[config.mk]
export PLATFORM = sky130hd
export DESIGN_NAME = multicycle_controller_flat
export DESIGN_NICKNAME = d
export VERILOG_FILES = /design/src/rtl/riscv_pkg.sv /design/src/rtl/multicycle_controller_if.sv /design/src/rtl/alu_decoder.sv /design/src/rtl/multicycle_controller.sv /design/src/flat_wrapper.sv
export SDC_FILE = /design/constraint.sdc
export NUM_CORES = 1
export LEC_CHECK = 0
export CAP_MARGIN = 40
export CORE_MARGIN = 2
export CORE_UTILIZATION = 46
export CTS_BUF_LIST = sky130_fd_sc_hd__clkbuf_8 sky130_fd_sc_hd__clkbuf_16
export CTS_CLUSTER_DIAMETER = 30
export DETAILED_ROUTE_END_ITERATION = 8
export PLACE_DENSITY = 0.86
export SLEW_MARGIN = 40
export SYNTH_ARGS = -nofsm -noshare
export SYNTH_HDL_FRONTEND = slang
export SYNTH_SLANG_ARGS = --single-unit
[constraint.sdc]
create_clock -name clk_i -period 2.8 [get_ports clk_i]
set_input_delay 0.56 -clock clk_i [delete_from_list [all_inputs] [get_ports clk_i]]
set_output_delay 0.56 -clock clk_i [all_outputs]
set_load 0.03 [all_outputs]
[src/rtl/riscv_pkg.sv]
// Shared types and constants for the multi-cycle RV32I control unit:
// FSM state encoding, opcodes, immediate/ALU encodings and datapath mux selects.
package riscv_pkg;

    typedef enum logic [3:0] {
        StFetch    = 4'd0,
        StDecode   = 4'd1,
        StMemAdr   = 4'd2,
        StMemRead  = 4'd3,
        StMemWrite = 4'd4,
        StMemWb    = 4'd5,
        StExecR    = 4'd6,
        StExecI    = 4'd7,
        StLui      = 4'd8,
        StJalrAdr  = 4'd9,
        StJal      = 4'd10,
        StAluWb    = 4'd11,
        StBranch   = 4'd12,
        StIllegal  = 4'd13
    } ctrl_state_e;

    localparam logic [6:0] OpLoad   = 7'b0000011;
    localparam logic [6:0] OpStore  = 7'b0100011;
    localparam logic [6:0] OpR      = 7'b0110011;
    localparam logic [6:0] OpI      = 7'b0010011;
    localparam logic [6:0] OpBranch = 7'b1100011;
    localparam logic [6:0] OpJal    = 7'b1101111;
    localparam logic [6:0] OpJalr   = 7'b1100111;
    localparam logic [6:0] OpLui    = 7'b0110111;

    typedef enum logic [2:0] {
        ImmI = 3'b000,
        ImmS = 3'b001,
        ImmB = 3'b010,
        ImmU = 3'b011,
        ImmJ = 3'b100
    } imm_src_e;

    typedef enum logic [2:0] {
        AluAdd = 3'b000,
        AluSub = 3'b001,
        AluAnd = 3'b010,
        AluOr  = 3'b011,
        AluXor = 3'b100,
        AluSlt = 3'b101,
        AluSll = 3'b110,
        AluSrl = 3'b111
    } alu_ctrl_e;

    // What the FSM asks of the ALU decoder in a given state.
    typedef enum logic [1:0] {
        AluOpAdd    = 2'b00,
        AluOpSub    = 2'b01,
        AluOpFunctR = 2'b10,
        AluOpFunctI = 2'b11
    } alu_op_e;

    localparam logic       AdrSrcPc     = 1'b0;
    localparam logic       AdrSrcAluOut = 1'b1;

    localparam logic [1:0] ResAluOut    = 2'b00;
    localparam logic [1:0] ResReadData  = 2'b01;
    localparam logic [1:0] ResAluResult = 2'b10;

    localparam logic [1:0] SrcAPc       = 2'b00;
    localparam logic [1:0] SrcAOldPc    = 2'b01;
    localparam logic [1:0] SrcARs1      = 2'b10;
    localparam logic [1:0] SrcAZero     = 2'b11;

    localparam logic [1:0] SrcBRs2      = 2'b00;
    localparam logic [1:0] SrcBImm      = 2'b01;
    localparam logic [1:0] SrcBFour     = 2'b10;

    // Immediate format selected purely by opcode; unknown opcodes fall back to I.
    function automatic imm_src_e imm_src_decode(input logic [6:0] opcode);
        imm_src_e imm;
        case (opcode)
            OpLoad, OpJalr, OpI: imm = ImmI;
            OpStore:             imm = ImmS;
            OpBranch:            imm = ImmB;
            OpLui:               imm = ImmU;
            OpJal:               imm = ImmJ;
            default:             imm = ImmI;
        endcase
        return imm;
    endfunction

endpackage

[src/rtl/multicycle_controller_if.sv]
// Control bundle between the multi-cycle controller and the shared datapath.
// The controller side (master) consumes IR fields and status, and drives selects/enables.
interface multicycle_controller_if;

    logic [6:0] opcode_i;
    logic [2:0] funct3_i;
    logic       funct7b5_i;
    logic       zero_i;
    logic       mem_ready_i;

    logic       pc_write_o;
    logic       adr_src_o;
    logic       mem_write_o;
    logic       ir_write_o;
    logic       reg_write_o;
    logic [1:0] result_src_o;
    logic [1:0] alu_src_a_o;
    logic [1:0] alu_src_b_o;
    logic [2:0] alu_control_o;
    logic [2:0] immediate_source_o;
    logic       illegal_instr_o;

    modport master (
        input  opcode_i, funct3_i, funct7b5_i, zero_i, mem_ready_i,
        output pc_write_o, adr_src_o, mem_write_o, ir_write_o, reg_write_o,
               result_src_o, alu_src_a_o, alu_src_b_o, alu_control_o,
               immediate_source_o, illegal_instr_o
    );

    modport slave (
        output opcode_i, funct3_i, funct7b5_i, zero_i, mem_ready_i,
        input  pc_write_o, adr_src_o, mem_write_o, ir_write_o, reg_write_o,
               result_src_o, alu_src_a_o, alu_src_b_o, alu_control_o,
               immediate_source_o, illegal_instr_o
    );

endinterface

[src/rtl/alu_decoder.sv]
// Combinational ALU decoder: turns the FSM's request plus funct fields into an
// ALU operation, flagging funct3 encodings this core does not implement.
module alu_decoder
    import riscv_pkg::*;
#(
    parameter int unsigned RegBits = 32
) (
    input  alu_op_e    alu_op_i,
    input  logic [2:0] funct3_i,
    input  logic       funct7b5_i,
    output alu_ctrl_e  alu_control_o,
    output logic       unsupported_o
);

    // The funct table below is the RV32 one; any other width cannot run funct ops.
    localparam logic WidthSupported = (RegBits == 32'd32);

    // Map request and funct fields to an ALU operation.
    always_comb begin
        alu_control_o = AluAdd;
        unsupported_o = 1'b0;
        case (alu_op_i)
            AluOpAdd: alu_control_o = AluAdd;
            AluOpSub: alu_control_o = AluSub;
            AluOpFunctR, AluOpFunctI: begin
                unsupported_o = ~WidthSupported;
                case (funct3_i)
                    3'b000: begin
                        // Only register-register ops use funct7[5] to pick sub.
                        if ((alu_op_i == AluOpFunctR) && funct7b5_i) begin
                            alu_control_o = AluSub;
                        end else begin
                            alu_control_o = AluAdd;
                        end
                    end
                    3'b111:  alu_control_o = AluAnd;
                    3'b110:  alu_control_o = AluOr;
                    3'b100:  alu_control_o = AluXor;
                    3'b010:  alu_control_o = AluSlt;
                    3'b001:  alu_control_o = AluSll;
                    // sra shares this encoding and is executed as srl.
                    3'b101:  alu_control_o = AluSrl;
                    default: begin
                        // sltu: no unsigned compare in this ALU.
                        alu_control_o = AluAdd;
                        unsupported_o = 1'b1;
                    end
                endcase
            end
            default: alu_control_o = AluAdd;
        endcase
    end

endmodule

[src/rtl/multicycle_controller.sv]
// Moore-style control FSM for the multi-cycle RV32I core. Drives the shared
// datapath's selects and enables from the state register, with memory-ready,
// branch-zero and funct3 qualifying a few outputs.
module multicycle_controller
    import riscv_pkg::*;
#(
    parameter int unsigned RegBits = 32
) (
    input  logic                    clk_i,
    input  logic                    rst_ni,
    multicycle_controller_if.master ctrl
);

    ctrl_state_e r_state;
    ctrl_state_e w_next_state;

    alu_op_e     w_alu_op;
    alu_ctrl_e   w_alu_control;
    logic        w_alu_unsupported;

    logic        w_pc_write;
    logic        w_adr_src;
    logic        w_mem_write;
    logic        w_ir_write;
    logic        w_reg_write;
    logic [1:0]  w_result_src;
    logic [1:0]  w_alu_src_a;
    logic [1:0]  w_alu_src_b;
    imm_src_e    w_imm_src;
    logic        w_illegal;

    alu_decoder #(
        .RegBits (RegBits)
    ) u_alu_decoder (
        .alu_op_i      (w_alu_op),
        .funct3_i      (ctrl.funct3_i),
        .funct7b5_i    (ctrl.funct7b5_i),
        .alu_control_o (w_alu_control),
        .unsupported_o (w_alu_unsupported)
    );

    // State register; reset returns to FETCH without waiting for a clock.
    always_ff @(posedge clk_i or negedge rst_ni) begin
        if (!rst_ni) begin
            r_state <= StFetch;
        end else begin
            r_state <= w_next_state;
        end
    end

    // Next-state selection from current state, IR fields and memory/ALU status.
    always_comb begin
        w_next_state = r_state;
        case (r_state)
            StFetch: begin
                if (ctrl.mem_ready_i) begin
                    w_next_state = StDecode;
                end else begin
                    w_next_state = StFetch;
                end
            end
            StDecode: begin
                case (ctrl.opcode_i)
                    OpLoad, OpStore: w_next_state = StMemAdr;
                    OpR:             w_next_state = StExecR;
                    OpI:             w_next_state = StExecI;
                    OpBranch:        w_next_state = StBranch;
                    OpJal:           w_next_state = StJal;
                    OpJalr:          w_next_state = StJalrAdr;
                    OpLui:           w_next_state = StLui;
                    default:         w_next_state = StIllegal;
                endcase
            end
            StMemAdr: begin
                if (ctrl.opcode_i == OpStore) begin
                    w_next_state = StMemWrite;
                end else begin
                    w_next_state = StMemRead;
                end
            end
            StMemRead: begin
                if (ctrl.mem_ready_i) begin
                    w_next_state = StMemWb;
                end else begin
                    w_next_state = StMemRead;
                end
            end
            StMemWrite: begin
                if (ctrl.mem_ready_i) begin
                    w_next_state = StFetch;
                end else begin
                    w_next_state = StMemWrite;
                end
            end
            StMemWb: w_next_state = StFetch;
            StExecR, StExecI: begin
                // An unimplemented funct aborts before any register write.
                if (w_alu_unsupported) begin
                    w_next_state = StIllegal;
                end else begin
                    w_next_state = StAluWb;
                end
            end
            StLui:     w_next_state = StAluWb;
            StJalrAdr: w_next_state = StJal;
            StJal:     w_next_state = StAluWb;
            StAluWb:   w_next_state = StFetch;
            StBranch:  w_next_state = StFetch;
            StIllegal: w_next_state = StIllegal;
            default:   w_next_state = StIllegal;
        endcase
    end

    // Datapath control decoded from the state; held at the idle vector during reset.
    always_comb begin
        w_pc_write   = 1'b0;
        w_adr_src    = AdrSrcPc;
        w_mem_write  = 1'b0;
        w_ir_write   = 1'b0;
        w_reg_write  = 1'b0;
        w_result_src = ResAluOut;
        w_alu_src_a  = SrcAPc;
        w_alu_src_b  = SrcBRs2;
        w_alu_op     = AluOpAdd;
        w_imm_src    = ImmI;
        w_illegal    = 1'b0;
        if (!rst_ni) begin
            // Reset wins asynchronously so no write strobe survives it.
            w_alu_src_b = SrcBFour;
        end else begin
            w_imm_src = imm_src_decode(ctrl.opcode_i);
            case (r_state)
                StFetch: begin
                    w_adr_src    = AdrSrcPc;
                    w_alu_src_a  = SrcAPc;
                    w_alu_src_b  = SrcBFour;
                    w_result_src = ResAluResult;
                    w_ir_write   = ctrl.mem_ready_i;
                    w_pc_write   = ctrl.mem_ready_i;
                end
                StDecode: begin
                    // Branch/jal target OldPC + imm lands in ALUOut here.
                    w_alu_src_a = SrcAOldPc;
                    w_alu_src_b = SrcBImm;
                end
                StMemAdr, StJalrAdr: begin
                    w_alu_src_a = SrcARs1;
                    w_alu_src_b = SrcBImm;
                end
                StMemRead: w_adr_src = AdrSrcAluOut;
                StMemWrite: begin
                    w_adr_src   = AdrSrcAluOut;
                    w_mem_write = 1'b1;
                end
                StMemWb: begin
                    w_result_src = ResReadData;
                    w_reg_write  = 1'b1;
                end
                StExecR: begin
                    w_alu_src_a = SrcARs1;
                    w_alu_src_b = SrcBRs2;
                    w_alu_op    = AluOpFunctR;
                end
                StExecI: begin
                    w_alu_src_a = SrcARs1;
                    w_alu_src_b = SrcBImm;
                    w_alu_op    = AluOpFunctI;
                end
                StLui: begin
                    w_alu_src_a = SrcAZero;
                    w_alu_src_b = SrcBImm;
                end
                StJal: begin
                    // PC takes the target from ALUOut while ALU forms the link OldPC + 4.
                    w_alu_src_a  = SrcAOldPc;
                    w_alu_src_b  = SrcBFour;
                    w_result_src = ResAluOut;
                    w_pc_write   = 1'b1;
                end
                StAluWb: begin
                    w_result_src = ResAluOut;
                    w_reg_write  = 1'b1;
                end
                StBranch: begin
                    w_alu_src_a  = SrcARs1;
                    w_alu_src_b  = SrcBRs2;
                    w_alu_op     = AluOpSub;
                    w_result_src = ResAluOut;
                    w_pc_write   = ((ctrl.funct3_i == 3'b000) &  ctrl.zero_i) |
                                   ((ctrl.funct3_i == 3'b001) & ~ctrl.zero_i);
                end
                StIllegal: w_illegal = 1'b1;
                default:   w_illegal = 1'b1;
            endcase
        end
    end

    assign ctrl.pc_write_o         = w_pc_write;
    assign ctrl.adr_src_o          = w_adr_src;
    assign ctrl.mem_write_o        = w_mem_write;
    assign ctrl.ir_write_o         = w_ir_write;
    assign ctrl.reg_write_o        = w_reg_write;
    assign ctrl.result_src_o       = w_result_src;
    assign ctrl.alu_src_a_o        = w_alu_src_a;
    assign ctrl.alu_src_b_o        = w_alu_src_b;
    assign ctrl.alu_control_o      = w_alu_control;
    assign ctrl.immediate_source_o = w_imm_src;
    assign ctrl.illegal_instr_o    = w_illegal;

endmodule

[src/flat_wrapper.sv]
// flat-port wrapper written by rule: the top's interface ports become plain ports
module multicycle_controller_flat import riscv_pkg::*;
#(
    parameter int unsigned RegBits = 32
)
  (clk_i, rst_ni, ctrl_opcode_i, ctrl_funct3_i, ctrl_funct7b5_i, ctrl_zero_i, ctrl_mem_ready_i, ctrl_pc_write_o, ctrl_adr_src_o, ctrl_mem_write_o, ctrl_ir_write_o, ctrl_reg_write_o, ctrl_result_src_o, ctrl_alu_src_a_o, ctrl_alu_src_b_o, ctrl_alu_control_o, ctrl_immediate_source_o, ctrl_illegal_instr_o);
  multicycle_controller_if ctrl_i ();
  input  logic clk_i;
  input  logic rst_ni;
  input wire logic [$bits(ctrl_i.opcode_i)-1:0] ctrl_opcode_i;
  input wire logic [$bits(ctrl_i.funct3_i)-1:0] ctrl_funct3_i;
  input wire logic [$bits(ctrl_i.funct7b5_i)-1:0] ctrl_funct7b5_i;
  input wire logic [$bits(ctrl_i.zero_i)-1:0] ctrl_zero_i;
  input wire logic [$bits(ctrl_i.mem_ready_i)-1:0] ctrl_mem_ready_i;
  output wire logic [$bits(ctrl_i.pc_write_o)-1:0] ctrl_pc_write_o;
  output wire logic [$bits(ctrl_i.adr_src_o)-1:0] ctrl_adr_src_o;
  output wire logic [$bits(ctrl_i.mem_write_o)-1:0] ctrl_mem_write_o;
  output wire logic [$bits(ctrl_i.ir_write_o)-1:0] ctrl_ir_write_o;
  output wire logic [$bits(ctrl_i.reg_write_o)-1:0] ctrl_reg_write_o;
  output wire logic [$bits(ctrl_i.result_src_o)-1:0] ctrl_result_src_o;
  output wire logic [$bits(ctrl_i.alu_src_a_o)-1:0] ctrl_alu_src_a_o;
  output wire logic [$bits(ctrl_i.alu_src_b_o)-1:0] ctrl_alu_src_b_o;
  output wire logic [$bits(ctrl_i.alu_control_o)-1:0] ctrl_alu_control_o;
  output wire logic [$bits(ctrl_i.immediate_source_o)-1:0] ctrl_immediate_source_o;
  output wire logic [$bits(ctrl_i.illegal_instr_o)-1:0] ctrl_illegal_instr_o;
  assign ctrl_i.opcode_i = ctrl_opcode_i;
  assign ctrl_i.funct3_i = ctrl_funct3_i;
  assign ctrl_i.funct7b5_i = ctrl_funct7b5_i;
  assign ctrl_i.zero_i = ctrl_zero_i;
  assign ctrl_i.mem_ready_i = ctrl_mem_ready_i;
  assign ctrl_pc_write_o = ctrl_i.pc_write_o;
  assign ctrl_adr_src_o = ctrl_i.adr_src_o;
  assign ctrl_mem_write_o = ctrl_i.mem_write_o;
  assign ctrl_ir_write_o = ctrl_i.ir_write_o;
  assign ctrl_reg_write_o = ctrl_i.reg_write_o;
  assign ctrl_result_src_o = ctrl_i.result_src_o;
  assign ctrl_alu_src_a_o = ctrl_i.alu_src_a_o;
  assign ctrl_alu_src_b_o = ctrl_i.alu_src_b_o;
  assign ctrl_alu_control_o = ctrl_i.alu_control_o;
  assign ctrl_immediate_source_o = ctrl_i.immediate_source_o;
  assign ctrl_illegal_instr_o = ctrl_i.illegal_instr_o;
  multicycle_controller #(.RegBits(RegBits)) u_core (.clk_i(clk_i), .rst_ni(rst_ni), .ctrl(ctrl_i));
endmodule
==> insert_results.sql <==
INSERT INTO impl_metrics (metric_group, metric, value, unit) VALUES
('layout', 'largest_registers', 'u_core.r_state: 4 flops', ''),
('die', 'die_h', '45.5', 'um'),
('sta', 'slew-limit-headroom', '68.8', '%'),
('sta', 'post_route_clock_period_utilization', '94.9', '%'),
('sta', 'worst_hold_slack_across_all_endpoints', '829', 'ps'),
('worst_setup_path', 'critical_path.startpoint_type', 'input port', ''),
('global_route', 'grt_pass1_vias', '977', ''),
('route', 'dr.first_iter.drc_count', '41', ''),
('yosys', 'yosys-top-cells-count', '14 x nor2_1, 8 x a21oi_1, 8 x nand2_1', ''),
('power', 'power.leakage', '0.479', 'nW'),
('yosys', 'yosys_warnings', '0', ''),
('layout', 'largest_register_ffs', '4', ''),
('sta', 'grt_setup_unrepaired', 'false', ''),
('global_route', 'antenna_found_initial', '0', ''),
('yosys', 'synthFlopType', 'dfrtp_1', ''),
('yosys', 'synth_fp_nets', '131', ''),
('worst_setup_path', 'worst-endpoint-required', '2240', 'ps'),
('clock_network', 'cts.root.buffer_cell', 'clkbuf_8', ''),
('global_route', 'pin_count_of_the_biggest_net_entering_global_routing', '17', ''),
('route', 'drt-pass1-iter-count', '5', ''),
('route', 'wl_per_cell', '14.1', 'um'),
('placement', 'routabilityCongestion', '0.816', ''),
('global_route', 'remaining_global_route_overflow', '0', ''),
('yosys', 'synth_enable_flop_cells', '0', ''),
('sta', 'period_minus_slack', '2660', 'ps'),
('min_path', 'worst_hold_path_type', 'register to register', ''),
('layout', 'area_added_between_synthesis_and_finish', '48.3', '%'),
('worst_setup_path', 'end_kind', 'output port', ''),
('worst_setup_path', 'critPathArrivalTime', '2100', 'ps'),
('yosys', 'top_post_synthesis_cells_by_area', 'dfrtp_1 13%, nor2_1 6.6%, a21oi_1 5.1%, mux2i_1 5.1%, nor3_1 4.4%', ''),
('layout', 'drive_above_1_share', '19.7', '%'),
('sta', 'post_route_setup_tns', '0', 'ps'),
('min_path', 'min_delay_path_depth', '2', ''),
('route', 'route.detailed.vias_per_inst', '6.20', ''),
('yosys', 'yosys.cell_count.top_type', 'nor2_1', ''),
('worst_setup_path', 'rr_worst_depth', '5', ''),
('yosys', 'synth.cell_area', '792', 'sq um'),
('global_route', 'grt_first_pass_wirelength', '3.89', 'mm'),
('layout', 'fillerInstances', '122', ''),
('clock_network', 'clock_latency', '220', 'ps'),
('clock_network', 'cts_repair_resize_count', '0', ''),
('worst_setup_path', 'timing.critical_path.fanout_max', '6', ''),
('clock_network', 'cts_max_path_buffers', '2', ''),
('die', 'initial_utilization', '50.8', '%'),
('route', 'drt.antenna.violating_nets', '0', ''),
('yosys', 'netlist.top_cell.by_area', 'dfrtp_1', ''),
('yosys', 'post-synth-top-area-fraction', '12.6', '%'),
('yosys', 'async_reset_ff_share', '100', '%'),
('clock_network', 'htree_levels', '1', ''),
('power', 'pwr_density_cell', '856', 'mW/mm^2'),
('clock_network', 'post_cts_buffers', '0', ''),
('power', 'ir_worst_vdd', '0.442', 'mV'),
('placement', 'numPortBuffers', '32', ''),
('flow_run', 'drv.max_cap_violation_count', '0', ''),
('route', 'route.detailed.drc', '0', ''),
('die', 'row_count', '14', ''),
('die', 'die_x', '45.5', 'um'),
('sta', 'finalSetupViolCount', '0', ''),
('sta', 'maxSlewViolCount', '0', ''),
('yosys', 'post_synthesis_sequential_area_ratio', '12.6', '%'),
('worst_setup_path', 'worstSetupPathType', 'input port to output port', ''),
('yosys', 'postSynthAreaPerCell', '6.83', 'sq um'),
('clock_network', 'holdBufCountCts', '0', ''),
('layout', 'antennaDiodeCount', '0', ''),
('status', 'outcome', 'completed', ''),
('die', 'number_of_ports_placed_on_the_die_boundary', '33', ''),
('die', 'design.core.area', '0.00156', 'sq mm'),
('sta', 'clock-skew-final', '2.20', 'ps'),
('sta', 'max_freq', '376', 'MHz'),
('die', 'area_of_the_die', '0.00207', 'sq mm'),
('sta', 'worst-slew-pin-transition', '462', 'ps');
[stage by stage]
step	instances	setup WS [ps]	utilization, %	power (mW)	instance area (sq um)
floorplan	116	245	-	0.650	792
global placement	165	209	72.7	0.851	1130
detailed placement	165	169	72.7	0.870	1130
CTS	168	165	75.4	0.996	1170
global route	168	74.5	75.4	1.08	1170
finish	168	142	75.4	1.01	1170
[layout by cell type, fill, tap and decap left out, types with 2 or more instances in the layout]
master,Yosys,layout
and3_1,2,2
nand3_1,3,3
nand2_1,8,8
nor2b_1,4,4
mux2i_1,4,4
a21oi_1,8,8
mux2_2,2,2
o211ai_1,3,3
nor4b_1,2,2
nand3b_1,3,3
nor2_1,14,14
dfrtp_1,4,4
nand2b_1,5,5
nor3b_1,3,3
o41ai_1,2,2
inv_1,3,3
o21ai_0,4,4
nand4_1,3,3
xnor2_1,4,4
clkdlybuf4s50_1,0,19
nor3_1,7,7
buf_4,0,22
clkbuf_8,0,3
a21boi_0,3,3
[worst paths after layout]
path / start / endpoint
min in group asynchronous: rst_ni / u_core.r_state[1]
setup reg to reg: u_core.r_state[1] / u_core.r_state[0]
hold reg to reg: u_core.r_state[2] / u_core.r_state[3]
setup / recovery: rst_ni / ctrl_mem_write_o
max in group asynchronous: rst_ni / u_core.r_state[2]
hold / removal: u_core.r_state[2] / u_core.r_state[3]
[per-layer routing]
metal	part of all wire (%)	GRT usage (%)	vias up
met2	49	43.7	56
met4	2.0	11.2	0
met5	0	0	-
li1	-	-	497
met3	7.8	5.56	6
met1	41	28.7	482
[kinds of logic after synthesis]
family / after synthesis / synth area share (%)
multiplexers: 6 / 7.90
AND/OR/NAND/NOR: 65 / 47.6
buffers and inverters: 11 / 5.69
XOR/XNOR: 5 / 5.53
flip-flops: 4 / 12.6
AO/OA/AOI/OAI: 25 / 20.7
[area by class of cell]
cell class | instances | area, sq um | area share, %
clock buffers | 3 | 41.3 | 3.51
repair buffers | 41 | 355 | 30.2
multi-input cells | 101 | 647 | 55.1
inverters | 3 | 11.3 | 0.958
flip-flops and latches | 4 | 100 | 8.52
well taps | 16 | 20.0 | 1.70
[critical path, cell delays in order]
cell	delay, ps
clkdlybuf4s50_1	610
nand2_1	140
nor2_1	110
clkdlybuf4s50_1	680
[power by group]
group	internal (mW)	switching, mW
Sequential	0.0880	0.0778
Clock	0.0917	0.0301
Combinational	0.325	0.394
Total	0.504	0.501
(Power assumes the default switching activity.)
